## src/rtl/apb_master_if.sv

```systemverilog
// APB bus bundle between apb_master and a completer; the master drives
// select/enable/address/write data, the completer returns ready/read data/error.
interface apb_master_if #(
    parameter int ADDR_WIDTH = 32,
    parameter int DATA_WIDTH = 32
);
    logic                  PSEL;
    logic                  PENABLE;
    logic [ADDR_WIDTH-1:0] PADDR;
    logic                  PWRITE;
    logic [DATA_WIDTH-1:0] PWDATA;
    logic                  PREADY;
    logic [DATA_WIDTH-1:0] PRDATA;
    logic                  PSLVERR;

    modport master (
        output PSEL, PENABLE, PADDR, PWRITE, PWDATA,
        input  PREADY, PRDATA, PSLVERR
    );

    modport slave (
        input  PSEL, PENABLE, PADDR, PWRITE, PWDATA,
        output PREADY, PRDATA, PSLVERR
    );
endinterface

```

## src/rtl/apb_master.sv

```systemverilog
// Single-outstanding APB requester: one command in, one APB transfer out,
// one response back, with an optional ACCESS-phase wait timeout.
//
// state  | meaning
// IDLE   | no transfer; accepts a command when no response is pending
// SETUP  | PSEL=1, PENABLE=0 for exactly one cycle
// ACCESS | PSEL=1, PENABLE=1 until PREADY or timeout
module apb_master #(
    parameter int ADDR_WIDTH     = 32,
    parameter int DATA_WIDTH     = 32,
    parameter int TIMEOUT_CYCLES = 16
) (
    input  logic                  PCLK,
    input  logic                  PRESETn,
    input  logic                  cmd_valid,
    output logic                  cmd_ready,
    input  logic                  cmd_write,
    input  logic [ADDR_WIDTH-1:0] cmd_addr,
    input  logic [DATA_WIDTH-1:0] cmd_wdata,
    output logic                  rsp_valid,
    input  logic                  rsp_ready,
    output logic [DATA_WIDTH-1:0] rsp_rdata,
    output logic                  rsp_slverr,
    output logic                  rsp_timeout,
    apb_master_if.master          apb
);

    // A disabled timeout still needs a one-bit counter to keep widths legal.
    localparam int CNT_W = (TIMEOUT_CYCLES > 0) ? $clog2(TIMEOUT_CYCLES + 1) : 1;
    localparam logic [CNT_W-1:0] CNT_LAST =
        (TIMEOUT_CYCLES > 0) ? CNT_W'(TIMEOUT_CYCLES - 1) : '0;

    typedef enum logic [1:0] {
        IDLE   = 2'd0,
        SETUP  = 2'd1,
        ACCESS = 2'd2
    } state_t;

    state_t                state_q, state_d;
    logic [CNT_W-1:0]      cnt_q, cnt_d;
    logic                  psel_q, psel_d;
    logic                  penable_q, penable_d;
    logic [ADDR_WIDTH-1:0] paddr_q, paddr_d;
    logic                  pwrite_q, pwrite_d;
    logic [DATA_WIDTH-1:0] pwdata_q, pwdata_d;
    logic                  rsp_valid_q, rsp_valid_d;
    logic [DATA_WIDTH-1:0] rsp_rdata_q, rsp_rdata_d;
    logic                  rsp_slverr_q, rsp_slverr_d;
    logic                  rsp_timeout_q, rsp_timeout_d;
    logic                  timeout_hit;

    // Gated by PRESETn so nothing looks acceptable while the block is held in reset.
    assign cmd_ready   = (state_q == IDLE) && !rsp_valid_q && PRESETn;
    assign timeout_hit = (TIMEOUT_CYCLES > 0) && (cnt_q == CNT_LAST);

    always_ff @(posedge PCLK or negedge PRESETn) begin
        if (!PRESETn) begin
            state_q       <= IDLE;
            cnt_q         <= '0;
            psel_q        <= 1'b0;
            penable_q     <= 1'b0;
            paddr_q       <= '0;
            pwrite_q      <= 1'b0;
            pwdata_q      <= '0;
            rsp_valid_q   <= 1'b0;
            rsp_rdata_q   <= '0;
            rsp_slverr_q  <= 1'b0;
            rsp_timeout_q <= 1'b0;
        end else begin
            state_q       <= state_d;
            cnt_q         <= cnt_d;
            psel_q        <= psel_d;
            penable_q     <= penable_d;
            paddr_q       <= paddr_d;
            pwrite_q      <= pwrite_d;
            pwdata_q      <= pwdata_d;
            rsp_valid_q   <= rsp_valid_d;
            rsp_rdata_q   <= rsp_rdata_d;
            rsp_slverr_q  <= rsp_slverr_d;
            rsp_timeout_q <= rsp_timeout_d;
        end
    end

    always_comb begin
        state_d       = state_q;
        cnt_d         = cnt_q;
        psel_d        = psel_q;
        penable_d     = penable_q;
        paddr_d       = paddr_q;
        pwrite_d      = pwrite_q;
        pwdata_d      = pwdata_q;
        rsp_valid_d   = rsp_valid_q;
        rsp_rdata_d   = rsp_rdata_q;
        rsp_slverr_d  = rsp_slverr_q;
        rsp_timeout_d = rsp_timeout_q;

        if (rsp_valid_q && rsp_ready) begin
            rsp_valid_d = 1'b0;
        end

        case (state_q)
            IDLE: begin
                if (cmd_valid && cmd_ready) begin
                    paddr_d   = cmd_addr;
                    pwrite_d  = cmd_write;
                    pwdata_d  = cmd_wdata;
                    psel_d    = 1'b1;
                    penable_d = 1'b0;
                    state_d   = SETUP;
                end
            end
            SETUP: begin
                penable_d = 1'b1;
                cnt_d     = '0;
                state_d   = ACCESS;
            end
            ACCESS: begin
                // PREADY is checked first so a completion on the last allowed cycle wins.
                if (apb.PREADY) begin
                    psel_d        = 1'b0;
                    penable_d     = 1'b0;
                    rsp_valid_d   = 1'b1;
                    rsp_slverr_d  = apb.PSLVERR;
                    rsp_timeout_d = 1'b0;
                    rsp_rdata_d   = pwrite_q ? '0 : apb.PRDATA;
                    state_d       = IDLE;
                end else if (timeout_hit) begin
                    psel_d        = 1'b0;
                    penable_d     = 1'b0;
                    rsp_valid_d   = 1'b1;
                    rsp_slverr_d  = 1'b1;
                    rsp_timeout_d = 1'b1;
                    rsp_rdata_d   = '0;
                    state_d       = IDLE;
                end else if (cnt_q != {CNT_W{1'b1}}) begin
                    cnt_d = cnt_q + CNT_W'(1);
                end
            end
            default: begin
                state_d   = IDLE;
                psel_d    = 1'b0;
                penable_d = 1'b0;
            end
        endcase
    end

    assign apb.PSEL    = psel_q;
    assign apb.PENABLE = penable_q;
    assign apb.PADDR   = paddr_q;
    assign apb.PWRITE  = pwrite_q;
    assign apb.PWDATA  = pwdata_q;

    assign rsp_valid   = rsp_valid_q;
    assign rsp_rdata   = rsp_rdata_q;
    assign rsp_slverr  = rsp_slverr_q;
    assign rsp_timeout = rsp_timeout_q;

endmodule

```

## src/flat_wrapper.sv

```systemverilog
// flat-port wrapper written by rule: the top's interface ports become plain ports
module apb_master_flat 
#(
    parameter int ADDR_WIDTH     = 32,
    parameter int DATA_WIDTH     = 32,
    parameter int TIMEOUT_CYCLES = 16
)
  (PCLK, PRESETn, cmd_valid, cmd_ready, cmd_write, cmd_addr, cmd_wdata, rsp_valid, rsp_ready, rsp_rdata, rsp_slverr, rsp_timeout, apb_PSEL, apb_PENABLE, apb_PADDR, apb_PWRITE, apb_PWDATA, apb_PREADY, apb_PRDATA, apb_PSLVERR);
  apb_master_if #(.ADDR_WIDTH(ADDR_WIDTH), .DATA_WIDTH(DATA_WIDTH)) apb_i ();
  input  logic PCLK;
  input  logic PRESETn;
  input  logic cmd_valid;
  output logic cmd_ready;
  input  logic cmd_write;
  input  logic [ADDR_WIDTH-1:0] cmd_addr;
  input  logic [DATA_WIDTH-1:0] cmd_wdata;
  output logic rsp_valid;
  input  logic rsp_ready;
  output logic [DATA_WIDTH-1:0] rsp_rdata;
  output logic rsp_slverr;
  output logic rsp_timeout;
  output wire logic [$bits(apb_i.PSEL)-1:0] apb_PSEL;
  output wire logic [$bits(apb_i.PENABLE)-1:0] apb_PENABLE;
  output wire logic [$bits(apb_i.PADDR)-1:0] apb_PADDR;
  output wire logic [$bits(apb_i.PWRITE)-1:0] apb_PWRITE;
  output wire logic [$bits(apb_i.PWDATA)-1:0] apb_PWDATA;
  input wire logic [$bits(apb_i.PREADY)-1:0] apb_PREADY;
  input wire logic [$bits(apb_i.PRDATA)-1:0] apb_PRDATA;
  input wire logic [$bits(apb_i.PSLVERR)-1:0] apb_PSLVERR;
  assign apb_PSEL = apb_i.PSEL;
  assign apb_PENABLE = apb_i.PENABLE;
  assign apb_PADDR = apb_i.PADDR;
  assign apb_PWRITE = apb_i.PWRITE;
  assign apb_PWDATA = apb_i.PWDATA;
  assign apb_i.PREADY = apb_PREADY;
  assign apb_i.PRDATA = apb_PRDATA;
  assign apb_i.PSLVERR = apb_PSLVERR;
  apb_master #(.ADDR_WIDTH(ADDR_WIDTH), .DATA_WIDTH(DATA_WIDTH), .TIMEOUT_CYCLES(TIMEOUT_CYCLES)) u_core (.PCLK(PCLK), .PRESETn(PRESETn), .cmd_valid(cmd_valid), .cmd_ready(cmd_ready), .cmd_write(cmd_write), .cmd_addr(cmd_addr), .cmd_wdata(cmd_wdata), .rsp_valid(rsp_valid), .rsp_ready(rsp_ready), .rsp_rdata(rsp_rdata), .rsp_slverr(rsp_slverr), .rsp_timeout(rsp_timeout), .apb(apb_i));
endmodule
```

## config.mk

```make
export PLATFORM = sky130hd
export DESIGN_NAME = apb_master_flat
export DESIGN_NICKNAME = d
export VERILOG_FILES = /design/src/rtl/apb_master_if.sv /design/src/rtl/apb_master.sv /design/src/flat_wrapper.sv
export SDC_FILE = /design/constraint.sdc
export NUM_CORES = 1
export LEC_CHECK = 0
export ABC_AREA = 0
export ABC_CLOCK_PERIOD_IN_PS = 6550
export CAP_MARGIN = 25
export CORE_MARGIN = 2
export CORE_UTILIZATION = 44
export CTS_CLUSTER_SIZE = 14
export DETAILED_ROUTE_END_ITERATION = 7
export PLACE_DENSITY = 0.85
export SLEW_MARGIN = 15
export SYNTH_ARGS = -nofsm -noshare
export SYNTH_HDL_FRONTEND = slang
export SYNTH_SLANG_ARGS = --single-unit
export TNS_END_PERCENT = 100
```

## constraint.sdc

```tcl
create_clock -name PCLK -period 6.55 [get_ports PCLK]
set_input_delay 1.6375 -clock PCLK [delete_from_list [all_inputs] [get_ports PCLK]]
set_output_delay 1.6375 -clock PCLK [all_outputs]
set_load 0.005 [all_outputs]
```

# ---- Word-level counts from Yosys, hierarchy flattened
# Index checks and enable logic that the tools add are counted.
# Widths: inputs -> output; s select.
dict set report totals {
  inputBits 103
  register_bits 109
}
dict set report classes {
  muxes 24
  bitwise_logic 1
  eq_ne 9
  add_sub_neg 1
  reduce_logical 13
}
# operator n
set op_table {}
lappend op_table {{$mux 32} 3}
lappend op_table {{$mux 5} 3}
lappend op_table {{$mux 1} 11}
lappend op_table {{$pmux 5 s2} 1}
lappend op_table {{$mux 2} 3}
lappend op_table {{$ne 2x2->1 const B} 3}
lappend op_table {{$pmux 1 s3} 2}
lappend op_table {{$pmux 2 s3} 1}
lappend op_table {{$reduce_and 2->1} 3}
lappend op_table {{$add 5x1->5 const B} 1}
lappend op_table {{$eq 5x4->1 const B} 1}
lappend op_table {{$ne 5x5->1 const B} 1}
lappend op_table {{$logic_and 1x1->1} 4}
lappend op_table {{$reduce_and 4->1} 1}
lappend op_table {{$reduce_bool 2->1} 2}
lappend op_table {{$ne 3x2->1 const B} 1}
lappend op_table {{$reduce_and 3->1} 1}
lappend op_table {{$eq 2x1->1 const B} 1}
lappend op_table {{$eq 2x2->1 const B} 1}
lappend op_table {{$logic_not 2->1} 1}
lappend op_table {{$ne 2x1->1 const B} 1}
lappend op_table {{$logic_not 1->1} 1}
lappend op_table {{$not 1->1} 1}

# ---- Longest topological paths before layout
dict set report logic_depth {
  depth_word 6
  depth_mapped 6
}

# ---- Least setup slack after synthesis
# Ideal clock, no wire load.
dict set report synth_path {
  kind {input to output}
  from {input port PRESETn}
  to {output port cmd_ready}
  stages 1
  path_slack_ns 3.046
  arrival_ns 1.866
  cell_sequence {nor4b_2}
}
dict set report synth_between {
  elab_chain_len 1
}
# element line_no
set synth_rtl {}
lappend synth_rtl {{from (decl)} flat_wrapper.sv:11} ;# input logic PRESETn;
lappend synth_rtl {{$logic_and 1x1->1} apb_master.sv:53} ;# assign cmd_ready = (state_q == IDLE) && !rsp_valid_q && PRESETn;
lappend synth_rtl {{to (decl)} flat_wrapper.sv:13} ;# output logic cmd_ready;
# Every way passes these cells.

# ---- Worst setup path after layout
# Same ends and word-level chain as after synthesis.

==> summary.md <==
| Metric | Value |
|---|---|
| Metal2 WL | `5510 um` |
| Number of synthesized register bits | `108` |
| Antenna violations before repair | `0` |
| Period utilization | `0.689` |
| Initial Util | `0.450` |
| Count leader, synth | `dfrtp_1` |
| YS warnings | `0` |
| Setup ws final | `2.03 ns` |
| Port bufs | `between 200 and 250` |
| Syn Nets | `437` |
| Mapped Cells | `330` |
| Seq/Total Area, Yosys | `0.620` |
| Clock Latency Late Sink | `0.35 ns` |
| Core area | `roughly 0.0097 mm2` |
| CP Capture Type | `primary output` |
| R2r setup slk | `4.27 ns` |
| Synth area leaders | `dfrtp_1 (62%), mux2_2 (9.6%), mux2_1 (7.2%)` |
| I/O Pins | `about 200` |
| Die width | `around 100 um` |
| Hold path start | `u_core.apb.PWDATA[15]` |
| TritonCTS Buffers | `9` |
| Worst path required time | `4.91 ns` |
| Wirelength per Cell | `16.4 um` |
| Gpl congestion | `0.759` |
| Total power | `2.57 mW` |
| Mean area per synthesized cell | `13.2 um2` |
| Vias per cell | `5.03` |
| Final wirelength | `around 11000 um` |
| Largest net degree at the start of global routing | `82` |
| Reg-to-Reg Start | `u_core.apb.PENABLE` |
| Antenna fix cells | `0` |
| P per Cell Area | `381 mW/mm2` |
| Slew Limit Headroom | `0.343` |
| Synth top area share | `0.620` |
| Met1 WL | `4490 um` |
| Critical path type | `input pin to primary output` |
| RSZ-0062 raised after global routing | `false` |
| CTS Hold Bufs | `0` |
| Place WS | `2.00 ns` |
| Clk sinks | `around 110` |
| Share of cells above drive strength 1 | `0.112` |
| Primary FF master, synth | `dfrtp_1` |
| Number of global-route vias before repair | `roughly 3500` |
| Setup TNS | `0 ns` |
| Synthesized area | `0.00436 mm2` |
| CTS tree | `done` |
| EDFF count, synth | `0` |
| Min-Delay Path Class | `flip-flop to flip-flop` |
| Clock root cell | `clkbuf_8` |
| Yosys top cell by area | `dfrtp_1` |
| Area growth from synthesis to layout | `54.9%` |
| Leakage power | `2.83 nW` |
| Clock skew | `0.00928 ns` |
| Clk buf depth | `2` |
| Worst vdd rail ir drop | `approximately 0.19 mV` |
| Met3 routed WL | `713 um` |
| GRT overflow | `0` |
| Achievable Freq | `221 MHz` |
| Vias | `3353` |
| # Max-Cap Violations | `0` |
| H-tree depth | `3` |
| DRT iter0 DRCs | `roughly 120` |
| Final setup violation count | `0` |
| Crit start category | `input pin` |
| DRT Pass-1 Iters | `4` |
| Die Y | `104 um` |
| Reg clk slew, reported paths | `0.09 ns` |
| DR top layer | `met4` |
| Fraction of registers with async set/reset | `1.00` |
| Commonest cells in the netlist | `dfrtp_1 (108), mux2_2 (37), inv_1 (36)` |
| FP Rows | `36` |
| Status | `finished, final reports clean` |
| Die area | `roughly 0.011 mm2` |
| Wire length of the first global-routing pass | `between 15000 and 20000 um` |
| Critical Path AT | `2.88 ns` |
| Critical path origin | `PRESETn` |
| Nets | `roughly 640` |
| Worst-path maximum fanout | `29` |
| Final min period | `4.52 ns` |
| DRC Markers | `0` |
| GRT Util Overall | `0.209` |
| DPL Wire Length | `7940 um` |
| Final count of pins violating max slew | `0` |
| Resize count post-CTS | `0` |
| Post-synthesis cell type count | `29` |
| Post-DRT Antenna Nets | `0` |
| Postcts setup bufs | `0` |
| Final Hold Fails | `0` |
| Least-Margin Pin Slew | `slightly below 1 ns` |
[stage by stage]
stage	instances	hold slack (ns)	utilization	instance area [um2]
after floorplan	330	0.468	-	4360
after CTS	666	0.501	0.695	6730
after global placement	651	0.462	0.674	6530
final	667	0.494	0.698	6760
after global routing	667	0.513	0.698	6760
after detailed placement	651	0.479	0.674	6530
[cells by family after synthesis]
family | after synthesis | synth area share
flops | 108 | 0.620
mux | 68 | 0.175
buf+inv | 57 | 0.0505
simple gates | 50 | 0.0892
compound gates | 42 | 0.0525
fa+ha+maj | 4 | 0.0115
xor+xnor | 1 | 0.00201
[critical path, stage by stage]
cell and delay (ns):
buf_4 0.32, nor4b_2 0.34, clkdlybuf4s50_1 0.57
[report_power, final]
part | switching [mW] | internal (mW) | leakage (nW) | total, mW
Sequential | 0.174 | 0.947 | 1.32 | 1.12
Clock | 0.207 | 0.207 | 0.103 | 0.414
Combinational | 0.321 | 0.717 | 1.41 | 1.04
[flip-flops by register name, indices dropped and copies added, names as in the netlist]
signal	flops
u_core.state_q	1
u_core.rsp_valid	1
u_core.rsp_timeout	1
u_core.apb.PADDR	32
u_core.apb.PWDATA	32
u_core.rsp_rdata	32
u_core.apb.PWRITE	1
u_core.apb.PSEL	1
u_core.rsp_slverr	1
u_core.apb.PENABLE	1
u_core.cnt_q	5
[worst paths after layout]
path                                         end  cells past startpoint
max in group asynchronous   u_core.apb.PADDR[19]                      3
min                        u_core.apb.PWDATA[15]                      1
max reg2reg                 u_core.rsp_rdata[27]                      4
min in group asynchronous   u_core.apb.PADDR[10]                      1
min reg2reg                u_core.apb.PWDATA[15]                      1
max                                    cmd_ready                      3
[metal layers]
layer  GRT usage  vias to the layer above
li1            -                     1539
met1       0.259                     1662
met2       0.346                      133
met3      0.0598                       19
met4      0.0859                        0
met5           0                        -
[cell type report]
class / count / area (um2)
clock buffers: 14 / 173
clock inverters: 1 / 30.0
fillers: 716 / 2930
inverters: 36 / 135
multi-input cells: 165 / 1440
flip-flops and latches: 108 / 2700
well taps: 133 / 166
repair buffers: 210 / 2110
[placed cells by master, fill, tap and decap left out]
| cell | synthesis | layout |
|---|---|---|
| mux2_1 | 28 | 28 |
| ha_1 | 4 | 4 |
| a21o_1 | 1 | 1 |
| o21ai_0 | 32 | 32 |
| o31ai_1 | 2 | 2 |
| nand2b_1 | 1 | 1 |
| a31oi_1 | 1 | 1 |
| nor2b_2 | 0 | 1 |
| and3_1 | 1 | 1 |
| nor4b_1 | 1 | 1 |
| inv_1 | 36 | 36 |
| bufinv_16 | 0 | 1 |
| or4b_4 | 1 | 1 |
| nand2_2 | 0 | 1 |
| buf_16 | 0 | 1 |
| clkbuf_8 | 0 | 12 |
| clkdlybuf4s50_1 | 0 | 204 |
| o21a_1 | 1 | 1 |
| a21oi_1 | 2 | 2 |
| nand4b_1 | 32 | 32 |
| mux2_2 | 37 | 37 |
| dfrtp_1 | 108 | 108 |
| nor2_1 | 1 | 1 |
| xor2_1 | 1 | 1 |
| buf_4 | 0 | 5 |
| nor2b_1 | 2 | 1 |
| clkbuf_1 | 16 | 2 |
| nor4b_2 | 1 | 1 |
| or4_1 | 1 | 1 |
| mux2i_1 | 3 | 3 |
| o22ai_1 | 1 | 1 |
| o22a_1 | 1 | 1 |
| nand2_1 | 8 | 7 |
| nand3_1 | 1 | 1 |
| a21boi_1 | 1 | 1 |
Note: power is estimated with default switching activity, not from simulation.
